## config.mk

```make
export PLATFORM = sky130hd
export DESIGN_NAME = token_pkt_tx
export DESIGN_NICKNAME = d
export VERILOG_FILES = /design/src/rtl/usb_pkg.sv /design/src/rtl/counter.sv /design/src/rtl/token_pkt_tx.sv
export SDC_FILE = /design/constraint.sdc
export NUM_CORES = 1
export LEC_CHECK = 0
export CAP_MARGIN = 20
export CELL_PAD_IN_SITES_DETAIL_PLACEMENT = 0
export CELL_PAD_IN_SITES_GLOBAL_PLACEMENT = 2
export CORE_AREA = 2 2 80 63
export CTS_CLUSTER_SIZE = 25
export DETAILED_ROUTE_END_ITERATION = 6
export DIE_AREA = 0 0 82 65
export PLACE_DENSITY_LB_ADDON = 0.1
export SKIP_CTS_REPAIR_TIMING = 1
export SYNTH_ARGS = -nofsm -noshare
export SYNTH_HDL_FRONTEND = slang
export SYNTH_HIERARCHICAL = 1
export SYNTH_SLANG_ARGS = --single-unit
```

## constraint.sdc

```tcl
create_clock -name clk -period 2 [get_ports clk]
set_clock_uncertainty 0.1 [all_clocks]
set_input_delay 0.3 -clock clk [delete_from_list [all_inputs] [get_ports clk]]
set_output_delay 0.3 -clock clk [all_outputs]
set_load 0.05 [all_outputs]
```

## src/rtl/usb_pkg.sv

```systemverilog
// Shared USB token constants and the token transmitter state type.
package usb_pkg;

  localparam logic [3:0] PID_OUT   = 4'b0001;
  localparam logic [3:0] PID_IN    = 4'b1001;
  localparam logic [3:0] PID_SOF   = 4'b0101;
  localparam logic [3:0] PID_SETUP = 4'b1101;

  localparam logic [7:0] TOKEN_SYNC_PAT = 8'h80;

  localparam int unsigned CNT_W = 4;

  // Last counter value of each fixed-length field
  localparam logic [CNT_W-1:0] LAST_BYTE_BIT = 4'd7;
  localparam logic [CNT_W-1:0] LAST_DATA_BIT = 4'd10;
  localparam logic [CNT_W-1:0] LAST_CRC_BIT  = 4'd4;

  typedef enum logic [2:0] {
    ST_IDLE,
    ST_SYNC,
    ST_PID,
    ST_DATA,
    ST_LOAD,
    ST_CRC,
    ST_ACK
  } tx_state_t;

endpackage

```

## src/rtl/counter.sv

```systemverilog
// Generic up-counter with synchronous clear taking priority over enable.
module counter #(
  parameter int unsigned W = 4
) (
  input  logic         clk,
  input  logic         rst_n,
  input  logic         clr,
  input  logic         en,
  output logic [W-1:0] count
);

  // Count register: clear wins, otherwise step when enabled
  always_ff @(posedge clk or negedge rst_n) begin
    if (!rst_n) begin
      count <= '0;
    end else if (clr) begin
      count <= '0;
    end else if (en) begin
      count <= count + 1'b1;
    end
  end

endmodule

```

## src/rtl/token_pkt_tx.sv

```systemverilog
// USB token packet serializer: SYNC, PID, ADDR/ENDP and CRC5 from an
// external crc5 block, one bit per cycle, LSB first per field.
module token_pkt_tx
  import usb_pkg::*;
#(
  parameter logic [7:0]  SYNC_PAT = TOKEN_SYNC_PAT,
  parameter int unsigned ADDR_W   = 7,
  parameter int unsigned ENDP_W   = 4
) (
  input  logic              clk,
  input  logic              rst_n,
  input  logic              tx_start,
  input  logic [3:0]        pid,
  input  logic [ADDR_W-1:0] addr,
  input  logic [ENDP_W-1:0] endp,
  output logic              busy,
  output logic              out_bit,
  output logic              out_valid,
  output logic              out_eop,
  output logic              crc5_start,
  output logic              crc5_s_in,
  output logic              crc5_rec,
  input  logic              crc5_out,
  input  logic              crc5_ready,
  input  logic              crc5_done
);

  tx_state_t                  state;
  tx_state_t                  state_next;
  logic [CNT_W-1:0]           cnt;
  logic [3:0]                 pid_q;
  logic [ADDR_W+ENDP_W-1:0]   data_q;
  logic [7:0]                 pid_byte;

  assign pid_byte = {~pid_q, pid_q};

  // Bit counter restarts at every state change
  counter #(.W(CNT_W)) u_bit_cnt (
    .clk   (clk),
    .rst_n (rst_n),
    .clr   (state_next != state),
    .en    (state != ST_IDLE),
    .count (cnt)
  );

  // State register
  always_ff @(posedge clk or negedge rst_n) begin
    if (!rst_n) begin
      state <= ST_IDLE;
    end else begin
      state <= state_next;
    end
  end

  // Capture the token fields only when a request is accepted in IDLE
  always_ff @(posedge clk or negedge rst_n) begin
    if (!rst_n) begin
      pid_q  <= '0;
      data_q <= '0;
    end else if (state == ST_IDLE && tx_start) begin
      pid_q  <= pid;
      data_q <= {endp, addr};
    end
  end

  // Next-state and field mux; all outputs decode from state and counter
  always_comb begin
    state_next = state;
    busy       = (state != ST_IDLE);
    out_bit    = 1'b0;
    out_valid  = 1'b0;
    out_eop    = 1'b0;
    crc5_start = 1'b0;
    crc5_s_in  = 1'b0;
    crc5_rec   = 1'b0;
    case (state)
      ST_IDLE: begin
        if (tx_start) state_next = ST_SYNC;
      end
      ST_SYNC: begin
        out_valid = 1'b1;
        out_bit   = SYNC_PAT[cnt[2:0]];
        if (cnt == LAST_BYTE_BIT) state_next = ST_PID;
      end
      ST_PID: begin
        out_valid = 1'b1;
        out_bit   = pid_byte[cnt[2:0]];
        if (cnt == LAST_BYTE_BIT) begin
          crc5_start = 1'b1;
          state_next = ST_DATA;
        end
      end
      ST_DATA: begin
        out_valid = 1'b1;
        out_bit   = data_q[cnt];
        crc5_s_in = data_q[cnt];
        if (cnt == LAST_DATA_BIT) state_next = ST_LOAD;
      end
      ST_LOAD: begin
        state_next = ST_CRC;
      end
      ST_CRC: begin
        // A dropped ready (early or late) ends the field; ACK still runs
        if (crc5_ready) begin
          out_valid = 1'b1;
          out_bit   = crc5_out;
          if (cnt == LAST_CRC_BIT) state_next = ST_ACK;
        end else begin
          state_next = ST_ACK;
        end
      end
      ST_ACK: begin
        if (crc5_done) begin
          crc5_rec   = 1'b1;
          out_eop    = 1'b1;
          state_next = ST_IDLE;
        end
      end
      default: begin
        state_next = ST_IDLE;
      end
    endcase
  end

endmodule

```

==> flow_results.xml <==
<?xml version="1.0" encoding="UTF-8"?>
<metrics>
  <group name="status">
    <metric name="run_status" unit="">complete, but fails checks</metric>
    <metric name="violated_checks" unit="">negative setup slack</metric>
  </group>
  <group name="sta">
    <metric name="timing.final.ws_setup" unit="ns">-0.534</metric>
    <metric name="timing.final.crit_period" unit="ns">2.53</metric>
    <metric name="final_min_period_over_clock_period" unit="">1.27</metric>
    <metric name="final.hold.worst_slack" unit="ns">0.292</metric>
    <metric name="final-hold-violation-count" unit="">0</metric>
    <metric name="fmax" unit="GHz">0.395</metric>
    <metric name="grt_setup_unrepaired" unit="">true</metric>
    <metric name="worst_pin_slew" unit="ns">0.359</metric>
    <metric name="maxSlewHeadroom" unit="">0.758</metric>
    <metric name="fin_setup_tns" unit="ns">-0.824</metric>
    <metric name="timing.final.setup_violations" unit="">3</metric>
    <metric name="slew_violations" unit="">0</metric>
  </group>
  <group name="yosys">
    <metric name="synth_area" unit="µm²">1210</metric>
    <metric name="synth_top_cells_by_area" unit="">sky130_fd_sc_hd__dfrtp_1, sky130_fd_sc_hd__mux2_2, sky130_fd_sc_hd__mux4_2</metric>
    <metric name="synth_unique_cells" unit="">38</metric>
    <metric name="postSynth.asyncResetShare" unit="">1.00</metric>
    <metric name="post-synth-top-area-cell" unit="">sky130_fd_sc_hd__dfrtp_1</metric>
    <metric name="postSynthCellCount" unit="">110</metric>
    <metric name="post-synth-top-count-cell" unit="">sky130_fd_sc_hd__dfrtp_1</metric>
    <metric name="seq_area_frac_synth" unit="">0.453</metric>
    <metric name="synth_area_per_cell" unit="µm²">11.0</metric>
    <metric name="synth.top_cells.by_count" unit="">sky130_fd_sc_hd__dfrtp_1, sky130_fd_sc_hd__mux2_2, sky130_fd_sc_hd__nor2_1, sky130_fd_sc_hd__buf_2, sky130_fd_sc_hd__o21ai_0</metric>
    <metric name="ys_seq_elements" unit="">22</metric>
    <metric name="synthesized_netlist_net_count" unit="">132</metric>
    <metric name="synth_flop_cell" unit="">sky130_fd_sc_hd__dfrtp_1</metric>
    <metric name="synth_enable_flop_cells" unit="">0</metric>
    <metric name="yosys_warnings" unit="">6</metric>
    <metric name="synth_largest_type_area_fraction" unit="">0.453</metric>
  </group>
  <group name="floorplan">
    <metric name="fp.dieW" unit="µm">82</metric>
    <metric name="start_util" unit="">0.263</metric>
    <metric name="rows" unit="">22</metric>
    <metric name="design.portCount" unit="">28</metric>
    <metric name="floorplan.core_area" unit="µm²">4620</metric>
    <metric name="die-height" unit="µm">65</metric>
    <metric name="dieArea" unit="µm²">5330</metric>
  </group>
  <group name="drt">
    <metric name="detailedRoute.firstPassIterationCount" unit="">4</metric>
    <metric name="drtIter0Drc" unit="">27</metric>
    <metric name="final_antenna_net_count" unit="">0</metric>
    <metric name="totalWireLength" unit="µm">2830</metric>
    <metric name="drt_drc_violations_left" unit="">0</metric>
    <metric name="wire_per_inst" unit="µm">13.4</metric>
    <metric name="via_count" unit="">986</metric>
    <metric name="route.detailed.vias_per_inst" unit="">4.65</metric>
  </group>
  <group name="clocking">
    <metric name="tritoncts_buffers" unit="">3</metric>
    <metric name="clock_tree.root_cell" unit="">sky130_fd_sc_hd__clkbuf_8</metric>
    <metric name="sink_count_of_the_clock_tree" unit="">22</metric>
    <metric name="cts_tree" unit="">done</metric>
    <metric name="worst_skew_pair.late_latency" unit="ns">0.26</metric>
    <metric name="clock_path_buffers" unit="">2</metric>
    <metric name="ctsHtreeMaxLevel" unit="">1</metric>
    <metric name="clkSlewWorstSetupHoldPaths" unit="ns">0.08</metric>
  </group>
  <group name="final_layout">
    <metric name="finish.net_count" unit="">175</metric>
    <metric name="insertedDiodeCount" unit="">0</metric>
    <metric name="layout-area-overhead-vs-synth" unit="%">49.5</metric>
    <metric name="post_layout_nonfiller_instances" unit="">212</metric>
    <metric name="postLayoutCoreUtil" unit="">0.393</metric>
    <metric name="post_route_cells_drive_above_1_share" unit="">0.375</metric>
  </group>
  <group name="grt">
    <metric name="gr-total-overflow" unit="">0</metric>
    <metric name="first_pass_grt_wire_length" unit="µm">4710</metric>
    <metric name="grt_max_degree" unit="">23</metric>
    <metric name="antenna_violations_before_repair" unit="">0</metric>
    <metric name="grtUsageTotal" unit="">0.115</metric>
    <metric name="first_global_vias" unit="">1005</metric>
  </group>
  <group name="worst_setup_path">
    <metric name="worstReg2RegStart" unit="">u_bit_cnt/count[2]$_DFFE_PN0P_</metric>
    <metric name="critical_path.cell_chain" unit="">mux4_2 &gt; or2_0 &gt; a32o_2 &gt; a311o_2 &gt; buf_6</metric>
    <metric name="cpPeakStageDelay" unit="ns">0.51</metric>
    <metric name="critical_path_arrival" unit="ns">2.13</metric>
    <metric name="worst_ep_required_time" unit="ns">1.60</metric>
    <metric name="worst-path-max-fanout" unit="">2</metric>
    <metric name="crit_path_capture_type" unit="">primary output</metric>
    <metric name="timing.critical_path.slowest_stage_cell" unit="">sky130_fd_sc_hd__mux4_2</metric>
    <metric name="timing.critical_path.from" unit="">u_bit_cnt/count[0]$_DFFE_PN0P_</metric>
    <metric name="start_kind" unit="">register</metric>
    <metric name="worstSetupPathType" unit="">register to primary output</metric>
  </group>
  <group name="power">
    <metric name="power_density" unit="nW/µm²">1420</metric>
    <metric name="static-leakage-power" unit="nW">0.769</metric>
    <metric name="max-vdd-ir-drop" unit="mV">0.611</metric>
  </group>
  <group name="placement">
    <metric name="numPlacedInstances" unit="">206</metric>
    <metric name="preCtsSetupSlack" unit="ns">-0.278</metric>
    <metric name="gp_congestion" unit="">0.724</metric>
    <metric name="dp_hpwl" unit="µm">2190</metric>
    <metric name="portBuffers" unit="">27</metric>
  </group>
  <group name="hold_path">
    <metric name="min_path_type" unit="">input pin to asynchronous set/reset pin</metric>
  </group>
  <group name="flow_run">
    <metric name="drv_cap" unit="">0</metric>
  </group>
</metrics>
## worst paths after layout
| kind | slack [ns] | to | cells after the start |
|---|---|---|---|
| max | -0.53 | out_bit | 5 |
| min | 0.29 | pid_q[0]$_DFFE_PN0P_ | 2 |
| max reg2reg | 0 | u_bit_cnt/count[3]$_DFFE_PN0P_ | 7 |
| min reg2reg | 0.41 | data_q[4]$_DFFE_PN0P_ | 1 |
| max in group asynchronous | 1.27 | u_bit_cnt/count[1]$_DFFE_PN0P_ | 2 |
| min in group clk | 0.41 | data_q[4]$_DFFE_PN0P_ | 1 |
## per-stage QoR
step | power (mW) | cell area [µm²]
floorplan | 1.69 | 1220
global placement | 2.19 | 1720
detailed placement | 2.20 | 1720
CTS | 2.52 | 1770
global route | 2.77 | 1820
finish | 2.58 | 1820
## metal layers
layer  track usage  vias up  part of all wire
li1              -      490                 -
met1         0.165      478              0.49
met2         0.173       16              0.46
met3        0.0320        2             0.044
met4        0.0250        0            0.0064
met5             0        -                 0
## flip-flops by register name, summed over array words and instances, names as in the netlist
signal,flops
data_q,11
pid_q,4
state,3
u_bit_cnt/count,4
## worst max-delay path: cells and delay by family (launching register included)
family,cells,cell delay [ns]
simple gates,1,0.22
compound gates,2,0.62
flops,1,0.37
mux,1,0.51
buf+inv,1,0.16
## placed cells by master, fill, tap and decap left out, types with 4 or more instances in the layout
master	instances
sky130_fd_sc_hd__buf_4	19
sky130_fd_sc_hd__inv_1	4
sky130_fd_sc_hd__clkdlybuf4s50_1	20
sky130_fd_sc_hd__clkbuf_8	4
sky130_fd_sc_hd__mux2_2	15
sky130_fd_sc_hd__nand2_1	4
sky130_fd_sc_hd__nor2_1	7
sky130_fd_sc_hd__o21ai_0	5
sky130_fd_sc_hd__dfrtp_1	21
sky130_fd_sc_hd__buf_12	6
## where the power goes
part / internal [mW] / total (mW) / switching (mW) / leakage [nW]
Clock: 0.175 / 0.312 / 0.136 / 0.0288
Sequential: 0.658 / 0.785 / 0.126 / 0.267
Combinational: 0.787 / 1.48 / 0.695 / 0.473
Total: 1.62 / 2.58 / 0.957 / 0.769
## logic make-up after synthesis
family          Yosys count  synth area share
buf+inv                  13            0.0494
fa+ha+maj                 1            0.0103
compound gates           22             0.131
simple gates             29             0.129
mux                      21             0.213
xor+xnor                  2            0.0144
flops                    22             0.453
## final cells by class
| cell class | instances | area [µm²] |
|---|---|---|
| multi-input combinational | 75 | 634 |
| inverter | 4 | 15.0 |
| sequential | 22 | 552 |
| fill | 458 | 2810 |
| tap | 60 | 75.1 |
| timing repair buffer | 47 | 485 |
| clock buffer | 4 | 55.1 |
Power figures use the tool's default switching activity.
